===== src/rtl/hpdcache_flush_pwb.sv =====
// Flush/partial write-back buffer for the HPDcache.
// Tracks outstanding line write-backs in a small directory, streams each
// dirty line from the cache data array to memory flit by flit, and
// acknowledges lines when memory responds.
// Ports:
//   clk_i, rst_ni            clock, async active-low reset
//   empty_o/full_o/busy_o    directory and FSM status
//   check_*                  lookup of a line in the directory
//   alloc_*                  new write-back request (dirty byte mask in alloc_be_i)
//   rd_*                     cache data read port (data returns one cycle later)
//   ack_*                    line acknowledge on memory response
//   mem_req_*                write request channel (address, length, id)
//   mem_w_*                  write data channel
//   mem_resp_*               write response channel (always accepted)
module hpdcache_flush_pwb #(
   parameter int unsigned NLINE_W    = 26,
   parameter int unsigned SET_W      = 7,
   parameter int unsigned WAYS       = 4,
   parameter int unsigned CL_WORDS   = 8,
   parameter int unsigned AW         = 2,
   parameter int unsigned WORD_W     = 64,
   parameter int unsigned ENTRIES    = 4,
   parameter int unsigned PARTIAL_WB = 1,
   localparam int unsigned FW         = AW * WORD_W,
   localparam int unsigned F          = CL_WORDS / AW,
   localparam int unsigned BW         = CL_WORDS * WORD_W / 8,
   localparam int unsigned FB         = FW / 8,
   localparam int unsigned ID_W       = (ENTRIES > 1) ? $clog2(ENTRIES) : 1,
   localparam int unsigned OFF_W      = $clog2(BW),
   localparam int unsigned WORD_IDX_W = (CL_WORDS > 1) ? $clog2(CL_WORDS) : 1
) (
   input  logic                       clk_i,
   input  logic                       rst_ni,
   output logic                       empty_o,
   output logic                       full_o,
   output logic                       busy_o,
   input  logic [NLINE_W-1:0]         check_nline_i,
   output logic                       check_hit_o,
   input  logic                       alloc_i,
   output logic                       alloc_ready_o,
   input  logic [NLINE_W-1:0]         alloc_nline_i,
   input  logic [WAYS-1:0]            alloc_way_i,
   input  logic [BW-1:0]              alloc_be_i,
   output logic                       rd_o,
   output logic [SET_W-1:0]           rd_set_o,
   output logic [WORD_IDX_W-1:0]      rd_word_o,
   output logic [WAYS-1:0]            rd_way_o,
   input  logic [FW-1:0]              rd_data_i,
   output logic                       ack_o,
   output logic [NLINE_W-1:0]         ack_nline_o,
   output logic                       ack_err_o,
   output logic                       mem_req_valid_o,
   input  logic                       mem_req_ready_i,
   output logic [NLINE_W+OFF_W-1:0]   mem_req_addr_o,
   output logic [7:0]                 mem_req_len_o,
   output logic [ID_W-1:0]            mem_req_id_o,
   output logic                       mem_w_valid_o,
   input  logic                       mem_w_ready_i,
   output logic [FW-1:0]              mem_w_data_o,
   output logic [FB-1:0]              mem_w_be_o,
   output logic                       mem_w_last_o,
   input  logic                       mem_resp_valid_i,
   input  logic [ID_W-1:0]            mem_resp_id_i,
   input  logic                       mem_resp_err_i
);

   localparam int unsigned CNT_W = $clog2(F) + 1;

   typedef enum logic {IDLE = 1'b0, SEND = 1'b1} state_e;

   state_e              state_q, state_d;
   logic [ENTRIES-1:0]  valid_q, valid_d;
   logic [NLINE_W-1:0]  nline_q [ENTRIES];
   logic [SET_W-1:0]    set_q;
   logic [WAYS-1:0]     way_q;
   logic [BW-1:0]       be_q;
   logic                req_valid_q, req_valid_d;
   logic [NLINE_W-1:0]  req_nline_q;
   logic [ID_W-1:0]     req_id_q;
   logic                rd_pend_q;
   logic [CNT_W-1:0]    rd_cnt_q, rd_cnt_d;
   logic [CNT_W-1:0]    cap_cnt_q, cap_cnt_d;
   logic                wv_q, wv_d;
   logic [FW-1:0]       wdata_q;
   logic [FB-1:0]       wbe_q;
   logic                wlast_q;

   logic                full, clean_alloc, alloc_ready, alloc_dirty;
   logic                w_hs, rd_send, ack_any, hit;
   logic [ID_W-1:0]     free_idx;
   logic [ENTRIES-1:0]  ack_vec;
   logic [NLINE_W-1:0]  ack_nline;
   logic [FB-1:0]       flit_be;

   assign full        = &valid_q;
   // A clean line needs no write-back, so it is accepted even when full.
   assign clean_alloc = (PARTIAL_WB != 0) && (alloc_be_i == '0);
   assign alloc_ready = rst_ni && (state_q == IDLE) &&
                        (clean_alloc || (!full && !req_valid_q));
   assign alloc_dirty = alloc_i && alloc_ready && !clean_alloc;
   assign w_hs        = wv_q && mem_w_ready_i;
   // One read in flight at a time; its data must find the output register free.
   assign rd_send     = (state_q == SEND) && !rd_pend_q && (!wv_q || w_hs) &&
                        (rd_cnt_q < CNT_W'(F));

   // Lowest-index free entry
   always_comb begin
      free_idx = '0;
      for (int i = int'(ENTRIES) - 1; i >= 0; i--) begin
         if (!valid_q[i]) free_idx = ID_W'(i);
      end
   end

   // Response decode, acked line lookup and directory check
   always_comb begin
      ack_vec   = '0;
      ack_nline = '0;
      hit       = 1'b0;
      for (int i = 0; i < int'(ENTRIES); i++) begin
         ack_vec[i] = mem_resp_valid_i && valid_q[i] && (mem_resp_id_i == ID_W'(i));
         if (ack_vec[i]) ack_nline = ack_nline | nline_q[i];
         if (valid_q[i] && !ack_vec[i] && (nline_q[i] == check_nline_i)) hit = 1'b1;
      end
   end
   assign ack_any = |ack_vec;

   // Byte enables of the flit being captured
   always_comb begin
      flit_be = '1;
      if (PARTIAL_WB != 0) flit_be = be_q[int'(cap_cnt_q) * int'(FB) +: FB];
   end

   // Next-state logic
   always_comb begin
      state_d     = state_q;
      valid_d     = valid_q & ~ack_vec;
      req_valid_d = req_valid_q;
      rd_cnt_d    = rd_cnt_q;
      cap_cnt_d   = cap_cnt_q;
      wv_d        = wv_q;

      case (state_q)
         IDLE: if (alloc_dirty) state_d = SEND;
         SEND: if (w_hs && wlast_q) state_d = IDLE;
         default: state_d = IDLE;
      endcase

      if (alloc_dirty) begin
         valid_d[free_idx] = 1'b1;
         req_valid_d       = 1'b1;
         rd_cnt_d          = CNT_W'(1);
         cap_cnt_d         = '0;
      end else begin
         if (req_valid_q && mem_req_ready_i) req_valid_d = 1'b0;
         if (rd_send)   rd_cnt_d  = rd_cnt_q + CNT_W'(1);
         if (rd_pend_q) cap_cnt_d = cap_cnt_q + CNT_W'(1);
      end

      if (rd_pend_q)  wv_d = 1'b1;
      else if (w_hs)  wv_d = 1'b0;
   end

   // Control state
   always_ff @(posedge clk_i or negedge rst_ni) begin
      if (!rst_ni) begin
         state_q     <= IDLE;
         valid_q     <= '0;
         req_valid_q <= 1'b0;
         rd_pend_q   <= 1'b0;
         rd_cnt_q    <= '0;
         cap_cnt_q   <= '0;
         wv_q        <= 1'b0;
      end else begin
         state_q     <= state_d;
         valid_q     <= valid_d;
         req_valid_q <= req_valid_d;
         rd_pend_q   <= rd_o;
         rd_cnt_q    <= rd_cnt_d;
         cap_cnt_q   <= cap_cnt_d;
         wv_q        <= wv_d;
      end
   end

   // Payload storage, qualified by the valid bits above
   always_ff @(posedge clk_i) begin
      if (alloc_dirty) begin
         nline_q[free_idx] <= alloc_nline_i;
         set_q             <= alloc_nline_i[SET_W-1:0];
         way_q             <= alloc_way_i;
         be_q              <= alloc_be_i;
         req_nline_q       <= alloc_nline_i;
         req_id_q          <= free_idx;
      end
      if (rd_pend_q) begin
         wdata_q <= rd_data_i;
         wbe_q   <= flit_be;
         wlast_q <= (cap_cnt_q == CNT_W'(F - 1));
      end
   end

   // The first read is issued in the alloc cycle from the incoming request.
   assign rd_o      = alloc_dirty || rd_send;
   assign rd_set_o  = alloc_dirty ? alloc_nline_i[SET_W-1:0] : (rd_send ? set_q : '0);
   assign rd_way_o  = alloc_dirty ? alloc_way_i : (rd_send ? way_q : '0);
   assign rd_word_o = rd_send ? WORD_IDX_W'(32'(rd_cnt_q) * AW) : '0;

   assign mem_req_valid_o = req_valid_q;
   assign mem_req_addr_o  = req_valid_q ? {req_nline_q, {OFF_W{1'b0}}} : '0;
   assign mem_req_len_o   = req_valid_q ? 8'(F - 1) : '0;
   assign mem_req_id_o    = req_valid_q ? req_id_q : '0;

   assign mem_w_valid_o = wv_q;
   assign mem_w_data_o  = wv_q ? wdata_q : '0;
   assign mem_w_be_o    = wv_q ? wbe_q : '0;
   assign mem_w_last_o  = wv_q && wlast_q;

   assign ack_o       = ack_any;
   assign ack_nline_o = ack_nline;
   assign ack_err_o   = ack_any && mem_resp_err_i;

   assign check_hit_o   = hit;
   assign empty_o       = ~|valid_q;
   assign full_o        = full;
   assign busy_o        = (state_q == SEND);
   assign alloc_ready_o = alloc_ready;

endmodule


===== config.mk =====
export PLATFORM = sky130hd
export DESIGN_NAME = hpdcache_flush_pwb
export DESIGN_NICKNAME = d
export VERILOG_FILES = /design/src/rtl/hpdcache_flush_pwb.sv
export SDC_FILE = /design/constraint.sdc
export NUM_CORES = 1
export LEC_CHECK = 0
export CELL_PAD_IN_SITES_DETAIL_PLACEMENT = 1
export CELL_PAD_IN_SITES_GLOBAL_PLACEMENT = 1
export CORE_MARGIN = 8
export CORE_UTILIZATION = 40
export DETAILED_ROUTE_END_ITERATION = 8
export GPL_TIMING_DRIVEN = 0
export PLACE_DENSITY_LB_ADDON = 0.1
export SYNTH_ARGS = -nofsm -noshare
export SYNTH_HDL_FRONTEND = slang
export SYNTH_SLANG_ARGS = --single-unit

===== constraint.sdc =====
create_clock -name clk_i -period 14.9 [get_ports clk_i]
set_input_delay 2.98 -clock clk_i [delete_from_list [all_inputs] [get_ports clk_i]]
set_output_delay 2.98 -clock clk_i [all_outputs]
set_load 0.005 [all_outputs]

==> reports/qor.txt <==
STATUS
------------------------------------------------------------------------------------------
Result of the run                                                             finished, final reports clean

DETAILED ROUTING
------------------------------------------------------------------------------------------
DR vias                                                                             10,213
Violation count after the first detailed-route iteration                               679
Number of design rule violations left after detail routing                               0
Number of iterations in the first detailed-routing pass                                  6
Final routed wirelength across all metal layers                                  54,000 um
Number of routed nets with antenna violations                                            0
Wire length per cell after detailed routing                                        27.1 um
Routed via count divided by cell count                                                5.13

POWER
------------------------------------------------------------------------------------------
Power share of the combinational group                                               30.6%
Power density normalized to cell area                                          163 nW/um^2
Power dissipated by switching net loads                                         0.000982 W
Seq pwr share                                                                        39.2%
Worst VDD drop                                                                    0.101 mV
Fraction of power spent switching nets                                               27.7%
Clock network power share                                                            30.2%
Leakage power total                                                                7.58 nW
Internal power consumption                                                       0.00257 W

GLOBAL ROUTE
------------------------------------------------------------------------------------------
Wire length of the first global-routing pass                                     77,000 um
Via count of the first global-routing pass                                          10,894
Pin count of the biggest net entering global routing                                    60
All-Layer GR Usage                                                                   24.0%
Antenna violations before repair                                                        14
Remaining global-route overflow                                                          0

TIMING
------------------------------------------------------------------------------------------
Worst clock skew                                                                 0.0248 ns
Shortest clock period the worst path allows after layout                           8.74 ns
Hold Fails Final Rpt                                                                     0
Setup total negative slack                                                            0 ns
Slew at the pin closest to its max-slew limit                                     0.824 ns
Normalized max-slew margin                                                           45.1%
Tightest hold margin                                                              0.510 ns
Share of the clock period used by the worst path                                     58.6%
Final count of pins violating max slew                                                   0
Setup WS post-layout                                                               6.16 ns
Number of failing setup endpoints in the final timing report                             0
Max Freq                                                                           114 MHz
Setup repair after global routing missed its margin                                     no

SYNTHESIS
------------------------------------------------------------------------------------------
Synth Cell Area                                                                14,800 um^2
Synth cell types                                                                        41
Synthesized area divided by synthesized cell count                               15.7 um^2
#FFs+latches synth                                                                     359
Gate Count Post-Synth                                                                  943
Ys Warns                                                                                 0
Portion of the post-synthesis area used by sequential elements                       72.3%

CLOCKING
------------------------------------------------------------------------------------------
Max H-tree Level                                                                         2
Setup Buffers After CTS                                                                  0
Clock insertion delay at the later pin of the skew report                          0.55 ns
Clk buf depth                                                                            3
Post-CTS Hold Buffers                                                                    0
CTS tree                                                                               yes
CTS root buf                                                                  sky130_fd_sc_hd__clkbuf_16
Number of cells upsized or downsized after cts                                           0
Total CTS buffers                                                                       42
Clock edge transition at the registers on the reported setup and hold paths        0.06 ns
CTS sink count                                                                         359

DIE
------------------------------------------------------------------------------------------
Standard-cell row count                                                                 70
Die width                                                                           208 um
Die outline height                                                                  208 um
Die area                                                                       43,500 um^2
Top Ports                                                                              494
Starting utilization of the core area                                                40.6%
Floorplan Core Area                                                            36,500 um^2

WORST SETUP PATH
------------------------------------------------------------------------------------------
Worst Setup Path Type                                                         primary input to output pin
Highest cell delay on the worst timing path                                        0.96 ns
Critical-path top delay cell                                                  sky130_fd_sc_hd__clkdlybuf4s50_1
Startpoint types                                                              primary input
Length in cells of the worst reg-to-reg path                                             9
Cells traversed along the worst timing path                                   clkdlybuf4s50_1 > nor2b_1 > nand2_1 > nor2_1 > o31a_1 > buf_6 > buf_6 > a22o_1 > clkdlybuf4s50_1
Maximum fanout along the worst path                                                     15
Data required time of the worst path                                              11.92 ns
Kind of capture point of the worst setup path                                   output pin
Critical path arrival                                                              5.76 ns

HOLD PATH
------------------------------------------------------------------------------------------
Worst hold path class                                                         flip-flop to flip-flop
WHS Path Cells                                                                           2

FINISH
------------------------------------------------------------------------------------------
Final layout net count                                                               1,743
Share of final-layout standard cells stronger than drive strength 1                  7.39%
FILL cells                                                                           3,470
Synth-to-Final Area Change                                                           47.3%
Final cell count without fillers                                                     1,991

PLACEMENT
------------------------------------------------------------------------------------------
Global placement routability congestion                                              0.850
Number of buffer cells added on primary ports                                          477
Setup WS pre-CTS                                                                   6.16 ns
Count of placed standard cells including taps                                        1,907
Post-DP HPWL                                                                     42,100 um

JOB
------------------------------------------------------------------------------------------
Reported max-cap violation count                                                         0

## synth_stat cells (all sizes together)
library cell | number | area share, %
edfxtp | 345 | 70
and2 | 195 | 8.2
xor2 | 64 | 3.8
nand2 | 57 | 1.4
xnor2 | 41 | 2.4
clkbuf | 38 | 0.96
nor4 | 35 | 1.5
a222oi | 26 | 1.8
buf | 22 | 1.1
nand4 | 19 | 0.80
mux4 | 16 | 2.4
a22o | 15 | 0.89
dfrtp | 14 | 2.4
nor2 | 13 | 0.33
inv | 6 | 0.15
nand3 | 4 | 0.14
or4 | 4 | 0.20
ha | 3 | 0.25
a21boi | 2 | 0.10
a21o | 2 | 0.10
a21oi | 2 | 0.068
and4b | 2 | 0.14
mux2i | 2 | 0.14
nand4b | 2 | 0.12
nor2b | 2 | 0.084
o21bai | 2 | 0.10
or2 | 2 | 0.085
a211oi | 1 | 0.084
a31oi | 1 | 0.042
and3b | 1 | 0.059
conb | 1 | 0.025
nor4b | 1 | 0.059
nor4bb | 1 | 0.068
o31a | 1 | 0.059
or3 | 1 | 0.042
## routing by layer
layer	routed length [um]	global-route usage, %	up-vias
met5	63	0	-
met4	1370	8.27	10
met3	5300	8.96	82
met2	26800	40.7	464
met1	20500	27.8	5079
li1	-	-	4578
## flip-flops by register name (all words and copies together), names as in the netlist, 2 cells and up
signal	flops
wbe_q	16
req_id_q	2
req_nline_q	20
rd_cnt_q	3
be_q	64
way_q	4
nline_q	104
valid_q	4
set_q	6
wdata_q	128
cap_cnt_q	3
## power groups by stage
stage / combinational (W) / clock (W) / sequential, W
floorplan: 0.000388 / 0 / 0.00143
global placement: 0.00103 / 0 / 0.00147
detailed placement: 0.00110 / 0 / 0.00141
CTS: 0.00111 / 0.00110 / 0.00139
global route: 0.00117 / 0.00113 / 0.00141
finish: 0.00109 / 0.00107 / 0.00139
## cells by family after synthesis
| family | after synthesis | synth area share (%) |
|---|---|---|
| adders and majority gates | 3 | 0.253 |
| muxes | 18 | 2.57 |
| and+or+nand+nor | 339 | 13.3 |
| other | 1 | 0.0253 |
| AOI/OAI and AO/OA | 52 | 3.20 |
| xor gates and xnor gates | 105 | 6.21 |
| buffers and inverters | 66 | 2.18 |
| DFF | 359 | 72.3 |
## cell usage in the layout (no fill, tap or decap), drive strengths merged, types with 3 or more instances in the layout
master	instances
buf	29
clkinv	9
mux4	16
xor2	64
clkbuf	96
ha	3
nor2	13
xnor2	41
nand3	4
clkdlybuf4s50	477
nand4	19
or4	4
bufinv	6
conb	13
a222oi	26
diode	8
inv	7
edfxtp	345
and2	195
nor4	35
nand2	57
dfrtp	14
a22o	15
## critical path, delay by kind of cell
kind | cells | cell delay (ns)
AO/OA/AOI/OAI | 2 | 0.36
buffers and inverters | 4 | 1.81
AND/OR/NAND/NOR | 3 | 0.59
## per-stage QoR
stage	util (%)	cell area [um^2]	total power [W]
2_1_floorplan	-	14900	0.00182
3_3_place_gp	55.4	20200	0.00250
3_5_place_dp	55.7	20300	0.00251
4_1_cts	59.7	21800	0.00360
5_1_grt	59.8	21800	0.00371
6_report	59.8	21800	0.00355
## cell type report
| class | instances | area [um^2] | share of cell area, % |
|---|---|---|---|
| sequential | 359 | 10700 | 49.1 |
| clock buffer | 58 | 1190 | 5.46 |
| multi-input combinational | 530 | 3840 | 17.6 |
| inverter | 6 | 22.5 | 0.103 |
| timing repair buffer | 484 | 4890 | 22.4 |
| tap | 468 | 586 | 2.68 |
| buffer | 60 | 303 | 1.39 |
| antenna | 8 | 20.0 | 0.0917 |
| clock inverter | 18 | 265 | 1.22 |
## final timing paths
path	slack [ns]	start	to
max	6.16	rst_ni	rd_way_o[1]
min	0.51	rd_cnt_q[2]$_DFFE_PN0P_	rd_cnt_q[2]$_DFFE_PN0P_
max reg2reg	11.32	valid_q[1]$_DFF_PN0_	nline_q[1][5]$_DFFE_PP_
min reg2reg	0.51	rd_cnt_q[2]$_DFFE_PN0P_	rd_cnt_q[2]$_DFFE_PN0P_
max in group asynchronous	11.46	rst_ni	rd_pend_q$_DFF_PN0_
min in group asynchronous	2.88	rst_ni	rd_cnt_q[1]$_DFFE_PN0P_
No activity file was read; power rests on OpenSTA's default activity.
